[src/rtl/trap_ctrl.sv]
// Machine-mode trap controller: arbitrates exceptions, MRET and interrupts at
// write-back and sequences flush, CSR commit and PC redirect.
module trap_ctrl #(
  parameter bit VECTORED_EN = 1'b1
) (
  input  logic        clk_i,
  input  logic        rst_i,
  input  logic        exc_valid_i,
  input  logic [3:0]  exc_cause_i,
  input  logic [31:0] exc_pc_i,
  input  logic [31:0] exc_tval_i,
  input  logic        mret_i,
  input  logic        wb_valid_i,
  input  logic [31:0] wb_pc_i,
  input  logic        xint_meip_i,
  input  logic        xint_mtip_i,
  input  logic        xint_msip_i,
  input  logic [2:0]  mie_i,
  input  logic        mstatus_mie_i,
  input  logic [31:0] mtvec_i,
  input  logic [31:0] mepc_i,
  output logic        stall_o,
  output logic        flush_o,
  output logic        csr_we_o,
  output logic [31:0] mcause_o,
  output logic [31:0] mepc_o,
  output logic [31:0] mtval_o,
  output logic [1:0]  mstatus_op_o,
  output logic        redirect_o,
  output logic [31:0] redirect_pc_o
);

  localparam int unsigned XLEN   = 32;
  localparam int unsigned CODE_W = 4;

  localparam logic [1:0] OP_NONE = 2'b00;
  localparam logic [1:0] OP_TRAP = 2'b01;
  localparam logic [1:0] OP_MRET = 2'b10;

  localparam logic [CODE_W-1:0] CODE_MEI = 4'd11;
  localparam logic [CODE_W-1:0] CODE_MSI = 4'd3;
  localparam logic [CODE_W-1:0] CODE_MTI = 4'd7;

  typedef enum logic [1:0] {
    S_IDLE,
    S_FLUSH,
    S_COMMIT,
    S_REDIRECT
  } state_t;

  state_t            r_state;
  state_t            w_state_nxt;
  logic              r_is_mret;
  logic              w_is_mret_nxt;
  logic              r_stall;
  logic              r_flush;
  logic              w_flush_nxt;
  logic              r_csr_we;
  logic              w_csr_we_nxt;
  logic [1:0]        r_op;
  logic [1:0]        w_op_nxt;
  logic              r_redirect;
  logic              w_redirect_nxt;
  logic [XLEN-1:0]   r_redirect_pc;
  logic [XLEN-1:0]   w_redirect_pc_nxt;
  logic [XLEN-1:0]   r_mcause;
  logic [XLEN-1:0]   w_mcause_nxt;
  logic [XLEN-1:0]   r_mepc;
  logic [XLEN-1:0]   w_mepc_nxt;
  logic [XLEN-1:0]   r_mtval;
  logic [XLEN-1:0]   w_mtval_nxt;

  logic [2:0]        w_pend;
  logic              w_irq_req;
  logic [CODE_W-1:0] w_irq_code;
  logic [XLEN-1:0]   w_trap_base;
  logic [XLEN-1:0]   w_vec_off;
  logic [XLEN-1:0]   w_trap_target;
  logic              w_unused;

  // Enabled pending sources, bit order {MEI, MTI, MSI} matching mie_i
  assign w_pend    = {xint_meip_i, xint_mtip_i, xint_msip_i} & mie_i;
  assign w_irq_req = wb_valid_i & mstatus_mie_i & (|w_pend);

  always_comb begin
    w_irq_code = CODE_MTI;
    if (w_pend[2]) begin
      w_irq_code = CODE_MEI;
    end else if (w_pend[0]) begin
      w_irq_code = CODE_MSI;
    end
  end

  // Vector offset applies only to interrupts in vectored mode
  assign w_trap_base   = {mtvec_i[XLEN-1:2], 2'b00};
  assign w_vec_off     = (VECTORED_EN && (mtvec_i[1:0] == 2'b01) && r_mcause[XLEN-1])
                         ? XLEN'({r_mcause[CODE_W-1:0], 2'b00}) : '0;
  assign w_trap_target = XLEN'(w_trap_base + w_vec_off);

  assign w_unused = ^mepc_i[1:0];

  always_comb begin
    w_state_nxt       = r_state;
    w_is_mret_nxt     = r_is_mret;
    w_flush_nxt       = 1'b0;
    w_csr_we_nxt      = 1'b0;
    w_op_nxt          = OP_NONE;
    w_redirect_nxt    = 1'b0;
    w_redirect_pc_nxt = r_redirect_pc;
    w_mcause_nxt      = r_mcause;
    w_mepc_nxt        = r_mepc;
    w_mtval_nxt       = r_mtval;
    unique case (r_state)
      S_IDLE: begin
        if (exc_valid_i) begin
          w_state_nxt   = S_FLUSH;
          w_flush_nxt   = 1'b1;
          w_is_mret_nxt = 1'b0;
          w_mcause_nxt  = XLEN'(exc_cause_i);
          w_mepc_nxt    = exc_pc_i;
          w_mtval_nxt   = exc_tval_i;
        end else if (mret_i) begin
          w_state_nxt   = S_FLUSH;
          w_flush_nxt   = 1'b1;
          w_is_mret_nxt = 1'b1;
        end else if (w_irq_req) begin
          w_state_nxt   = S_FLUSH;
          w_flush_nxt   = 1'b1;
          w_is_mret_nxt = 1'b0;
          w_mcause_nxt  = {1'b1, (XLEN-1)'(w_irq_code)};
          w_mepc_nxt    = XLEN'(wb_pc_i + 32'd4);
          w_mtval_nxt   = '0;
        end
      end
      S_FLUSH: begin
        if (r_is_mret) begin
          w_state_nxt       = S_REDIRECT;
          w_redirect_nxt    = 1'b1;
          w_op_nxt          = OP_MRET;
          w_redirect_pc_nxt = {mepc_i[XLEN-1:2], 2'b00};
        end else begin
          w_state_nxt  = S_COMMIT;
          w_csr_we_nxt = 1'b1;
          w_op_nxt     = OP_TRAP;
        end
      end
      S_COMMIT: begin
        w_state_nxt       = S_REDIRECT;
        w_redirect_nxt    = 1'b1;
        w_redirect_pc_nxt = w_trap_target;
      end
      S_REDIRECT: begin
        w_state_nxt = S_IDLE;
      end
      default: begin
        w_state_nxt = S_IDLE;
      end
    endcase
  end

  always_ff @(posedge clk_i or negedge rst_i) begin
    if (!rst_i) begin
      r_state       <= S_IDLE;
      r_is_mret     <= 1'b0;
      r_stall       <= 1'b0;
      r_flush       <= 1'b0;
      r_csr_we      <= 1'b0;
      r_op          <= OP_NONE;
      r_redirect    <= 1'b0;
      r_redirect_pc <= '0;
      r_mcause      <= '0;
      r_mepc        <= '0;
      r_mtval       <= '0;
    end else begin
      r_state       <= w_state_nxt;
      r_is_mret     <= w_is_mret_nxt;
      r_stall       <= (w_state_nxt != S_IDLE);
      r_flush       <= w_flush_nxt;
      r_csr_we      <= w_csr_we_nxt;
      r_op          <= w_op_nxt;
      r_redirect    <= w_redirect_nxt;
      r_redirect_pc <= w_redirect_pc_nxt;
      r_mcause      <= w_mcause_nxt;
      r_mepc        <= w_mepc_nxt;
      r_mtval       <= w_mtval_nxt;
    end
  end

  assign stall_o       = r_stall;
  assign flush_o       = r_flush;
  assign csr_we_o      = r_csr_we;
  assign mstatus_op_o  = r_op;
  assign redirect_o    = r_redirect;
  assign redirect_pc_o = r_redirect_pc;
  assign mcause_o      = r_mcause;
  assign mepc_o        = r_mepc;
  assign mtval_o       = r_mtval;

endmodule

[config.mk]
export PLATFORM = sky130hd
export DESIGN_NAME = trap_ctrl
export DESIGN_NICKNAME = d
export VERILOG_FILES = /design/src/rtl/trap_ctrl.sv
export SDC_FILE = /design/constraint.sdc
export NUM_CORES = 1
export LEC_CHECK = 0
export CORE_UTILIZATION = 37
export DETAILED_ROUTE_END_ITERATION = 10
export GPL_TIMING_DRIVEN = 1
export PLACE_DENSITY = 0.81
export SYNTH_ARGS = -nofsm -noshare
export SYNTH_HDL_FRONTEND = slang
export SYNTH_SLANG_ARGS = --single-unit
[constraint.sdc]
create_clock -name clk_i -period 2.34 [get_ports clk_i]
set_input_delay 0.468 -clock clk_i [delete_from_list [all_inputs] [get_ports clk_i]]
set_output_delay 0.468 -clock clk_i [all_outputs]
set_load 0.02 [all_outputs]
-- Word level (Yosys, flattened, before mapping)
Cells that the tools add are included.
Widths: inputs -> output; s select.
- flip-flop bits (word level): 137
- output and inout port bits: 134
- logic and storage cells: 64
- add/subtract/negate cells: 2
- equal/unequal tests: 6
- multiplexer cells: 32
- bitwise logic cells: 3
- reductions and logical operators: 10
- operators by type and width (operator ; count):
    $mux 32 ; 10
    $pmux 32 s2 ; 1
    $add 32x3->32 const B ; 1
    $add 32x6->32 ; 1
    $mux 1 ; 11
    $mux 2 ; 5
    $pmux 2 s4 ; 1
    $mux 6 ; 1
    $reduce_bool 2->1 ; 3
    $eq 2x1->1 const B ; 2
    $eq 2x2->1 const B ; 2
    $mux 4 ; 1
    $ne 2x2->1 const B ; 2
    $reduce_and 2->1 ; 2
    $and 3x3->3 ; 1
    $mux 3 ; 1
    $reduce_and 3->1 ; 1
    $reduce_bool 3->1 ; 1
    $reduce_or 3->1 ; 1
    $and 1x1->1 ; 2
    $logic_not 2->1 ; 1
    $pmux 1 s2 ; 1
    $logic_and 1x1->1 ; 1

-- Logic depth before layout (Yosys ltp)
- depth in word-level cells: 8
- depth in mapped cells: 10
- gate-level depth less buffers: 9

-- Worst setup path after synthesis
No wires, ideal clock.
- kind: register to register
- from: reg r_mcause[31] (netlist: mcause_o[31])
- to: reg r_redirect_pc[10] (netlist: redirect_pc_o[10])
- library setup time: 0.064 ns
- arrival: 2.341 ns
- data required time: 2.276 ns
- path slack: -0.065 ns
- stages on the path, launching flop included: 10
- period minus slack after synthesis: 2.405 ns
- cells stage by stage: dfrtp_1 and3b_1 and2_1 ha_1 fa_1 a21o_1 a21o_1 a31o_2 a311oi_1 a21o_1
- word-level cells in the longest chain between the ends: 4
- RTL lines (element ; line ; text):
    start: declaration ; 66 ; logic [XLEN-1:0] r_mcause;
    start signal: assignment ; 183 ; r_mcause <= w_mcause_nxt;
    $logic_and 1x1->1 ; 96 ; assign w_vec_off = (VECTORED_EN && (mtvec_i[1:0] == 2'b01) && r_mcause[XLEN-1])
    $mux 6 ; 97 ; ? XLEN'({r_mcause[CODE_W-1:0], 2'b00}) : '0;
    $add 32x6->32 ; 98 ; assign w_trap_target = XLEN'(w_trap_base + w_vec_off);
    $pmux 32 s2 ; 113 ; unique case (r_state)
    end signal: assignment ; 182 ; r_redirect_pc <= w_redirect_pc_nxt;
    end: declaration ; 64 ; logic [XLEN-1:0] r_redirect_pc;
Every way passes these cells.
A chain may end at the register's enable or synchronous reset.

-- Worst setup path in the final report
Ends and elaborated chain as after synthesis.

==> flow_summary.ini <==
[status]
status = completed

[timing]
max_freq_mhz = 428
finalSetupViolations = 0
holdWs_ns = 0.163
finalClockSkew_ns = 0.00613
min_period_ns = 2.34
rsz0062_at_grt = yes
slew_headroom = 0.482
worst_slew_pin_slew_ns = 0.771
min_period_over_period = 0.999
slew_viol_final = 0
hold_viol = 0

[layout]
finalNonFillerCells = 1200
nNetsFinal = 1164
drive_gt1_frac = 0.0987
area_growth_pct = 58.8
n_fill_cell = 1324

[worst_setup_path]
r2r_slack_ns = 0.002
worst-path-stages = 9
worstPathCellList = and3b_2 > and2_4 > ha_4 > fa_2 > a21o_1 > a21o_4 > a31o_4 > a311oi_2 > a21o_1
cp_max_fo = 5
reg2reg_depth = 9
cp-start-kind = flip-flop
slowest_stage = dfrtp_2
worstReg2RegStart = mcause_o[31]$_DFFE_PN0P_
cp_top_family = compound AO/OA/AOI/OAI gates
critPathKind = reg -> reg
worst-path-buf-inv = 0
rr_endpoint = redirect_pc_o[10]$_DFFE_PN0P_
worstPathRequired_ns = 2.63
cp-end-kind = flip-flop
cp_slowest_stage_delay_ns = 0.42
arrival_ns = 2.63
crit_top_cell = a21o_1

[die]
start_util = 0.383
die-area_um2 = 17100
coreArea_um2 = 16100
io_pins = 310
rows = 46
die_x_um = 131
die_h_um = 131

[routing]
wl_mm = 20.6
ant_nets = 0
drc_errors = 0
route.vias.total = 6168
first_pass_iters = 5
drt_iter0_drc = 238
vias_per_cell = 5.14
wl_per_cell_um = 17.1

[clock_tree]
holdBufCountCts = 0
cts_made_buffers = 9
cts.sinks = 107
insertion_delay_ns = 0.35
cts_buffer_depth = 2
htreeDepth = 3
cts_tree = done
root_buffer = clkbuf_16
cts.clk_slew.worst_paths_ns = 0.07

[logic_synthesis]
synth_fa_ha_area_frac = 0.0216
synth_area_um2 = 6140
synth_area_per_cell_um2 = 8.93
synth_seq_cells = 107
synth_cell_types = 50
synth.yosys.warnings = 0
synth_most_common_cell = dfrtp_1
synthCells = 688
synthTopCellsByArea = dfrtp_1 (44%), xor2_1 (5.7%), nand2_1 (5.4%)
yosysSeqAreaShare = 0.436
synthSimpleGateAreaFrac = 0.235
synth_compound_area_frac = 0.138
synth_edf_count = 0
synth-xor-area-share = 0.0699
synthArstFlopShare = 1.00
yosys.area.top_type = dfrtp_1
synth_top_family_by_area = simple AND/OR/NAND/NOR gates
synth_common_cells = dfrtp_1 (107), nand2_1 (89), o21ai_0 (61)
synth_mux_area_frac = 0.0248
synth_top_area_frac = 0.436
synth_ff_type = dfrtp_1

[job]
maxCapViolations = 0

[global_route]
grt_pass1_vias = 5883
gr-total-overflow = 0
grt_antenna_before_repair = 1
grt_max_degree = 108
grtUsageTotal = 0.233
grt_pass1_wl_mm = 30.0

[placement]
hpwl_mm = 15.4
finalWeightedCongestion = 0.866
dp_cells = 1178
io_buffers = 278

[pwr]
vdd_drop_max_uv = 660
power_density_nw_per_um2 = 1090
p_leak_uw = 0.00417

[min_path]
hp-class = in -> async
-- cell usage in the layout (no fill, tap or decap), drive strengths merged, types with 13 or more instances in the layout --
cell,synthesis,final
clkdlybuf4s50,0,274
dfrtp,107,107
nand3,52,52
a21oi,46,46
nand4,21,21
buf,49,50
xor2,40,40
nor2,24,24
and3,29,29
nor3b,23,23
nand2,89,89
mux2i,13,13
conb,1,29
o21ai,62,62
-- cells by family (layout without fill, tap and decap cells) --
logic type / count (synthesis) / count (layout)
AO/OA/AOI/OAI: 147 / 147
adder cells (fa/ha/maj): 10 / 10
multiplexers: 15 / 15
other: 1 / 30
XOR/XNOR: 49 / 49
buffers and inverters: 83 / 350
flip-flops: 107 / 107
AND/OR/NAND/NOR: 276 / 276
-- sequential cells by signal, indices dropped and copies added (netlist names) --
name	count
stall_o	1
r_state	2
r_is_mret	1
mcause_o	5
csr_we_o	1
mtval_o	32
flush_o	1
mstatus_op_o	1
mepc_o	32
redirect_o	1
redirect_pc_o	30
-- how the worst max path moves through the flow --
stage	from	to	slack, ns
after floorplan	mtvec_i[0]	redirect_pc_o[10]$_DFFE_PN0P_	0.01
after global placement	mtvec_i[1]	redirect_pc_o[10]$_DFFE_PN0P_	-0.55
after detailed placement	mtvec_i[1]	redirect_pc_o[10]$_DFFE_PN0P_	-0.59
after CTS	mcause_o[31]$_DFFE_PN0P_	redirect_pc_o[10]$_DFFE_PN0P_	-0.09
after global routing	mcause_o[31]$_DFFE_PN0P_	redirect_pc_o[10]$_DFFE_PN0P_	-0.05
final	mcause_o[31]$_DFFE_PN0P_	redirect_pc_o[10]$_DFFE_PN0P_	0.002
-- power by group --
part / switching (uW) / internal (uW)
Combinational: 3130 / 2730
Sequential: 501 / 2730
Clock: 727 / 786
Total: 4360 / 6250
-- cell type report --
type                       instances  area (um^2)  area share
multi-input combinational        526         3270       0.336
timing repair buffer             326         3210       0.329
sequential                       107         2680       0.275
tap                              216          270      0.0277
clock buffer                      11          253      0.0259
clock inverter                     5         36.3     0.00372
inverter                           8         30.0     0.00308
antenna                            1         2.50    0.000257
-- layer usage --
metal / vias up / share of wire / GRT usage
met1: 2901 / 0.39 / 0.263
li1: 2952 / - / -
met4: 0 / 0.032 / 0.106
met5: - / 0 / 0
met2: 278 / 0.50 / 0.410
met3: 37 / 0.082 / 0.0607
-- stage by stage --
step                      total power [uW]  setup WS (ns)  utilization  area [um^2]  TNS, ns
after floorplan                       6190         0.0110            -         6250        0
after global placement                8920         -0.548        0.578         9280   -12.30
after detailed placement              9020         -0.586        0.578         9280   -13.20
after CTS                            10600        -0.0857        0.599         9630   -0.497
after global routing                 11300        -0.0537        0.607         9750   -0.421
final                                10600        0.00188        0.607         9750        0
-- timing repair --
item / in CTS / in global routing
pin swaps: 9 / 18
gates resized for setup: 14 / 33
setup buffers: 1 / 3
setup endpoints to repair: 27 / 28
gates cloned: 0 / 1
(Power assumes the default switching activity.)
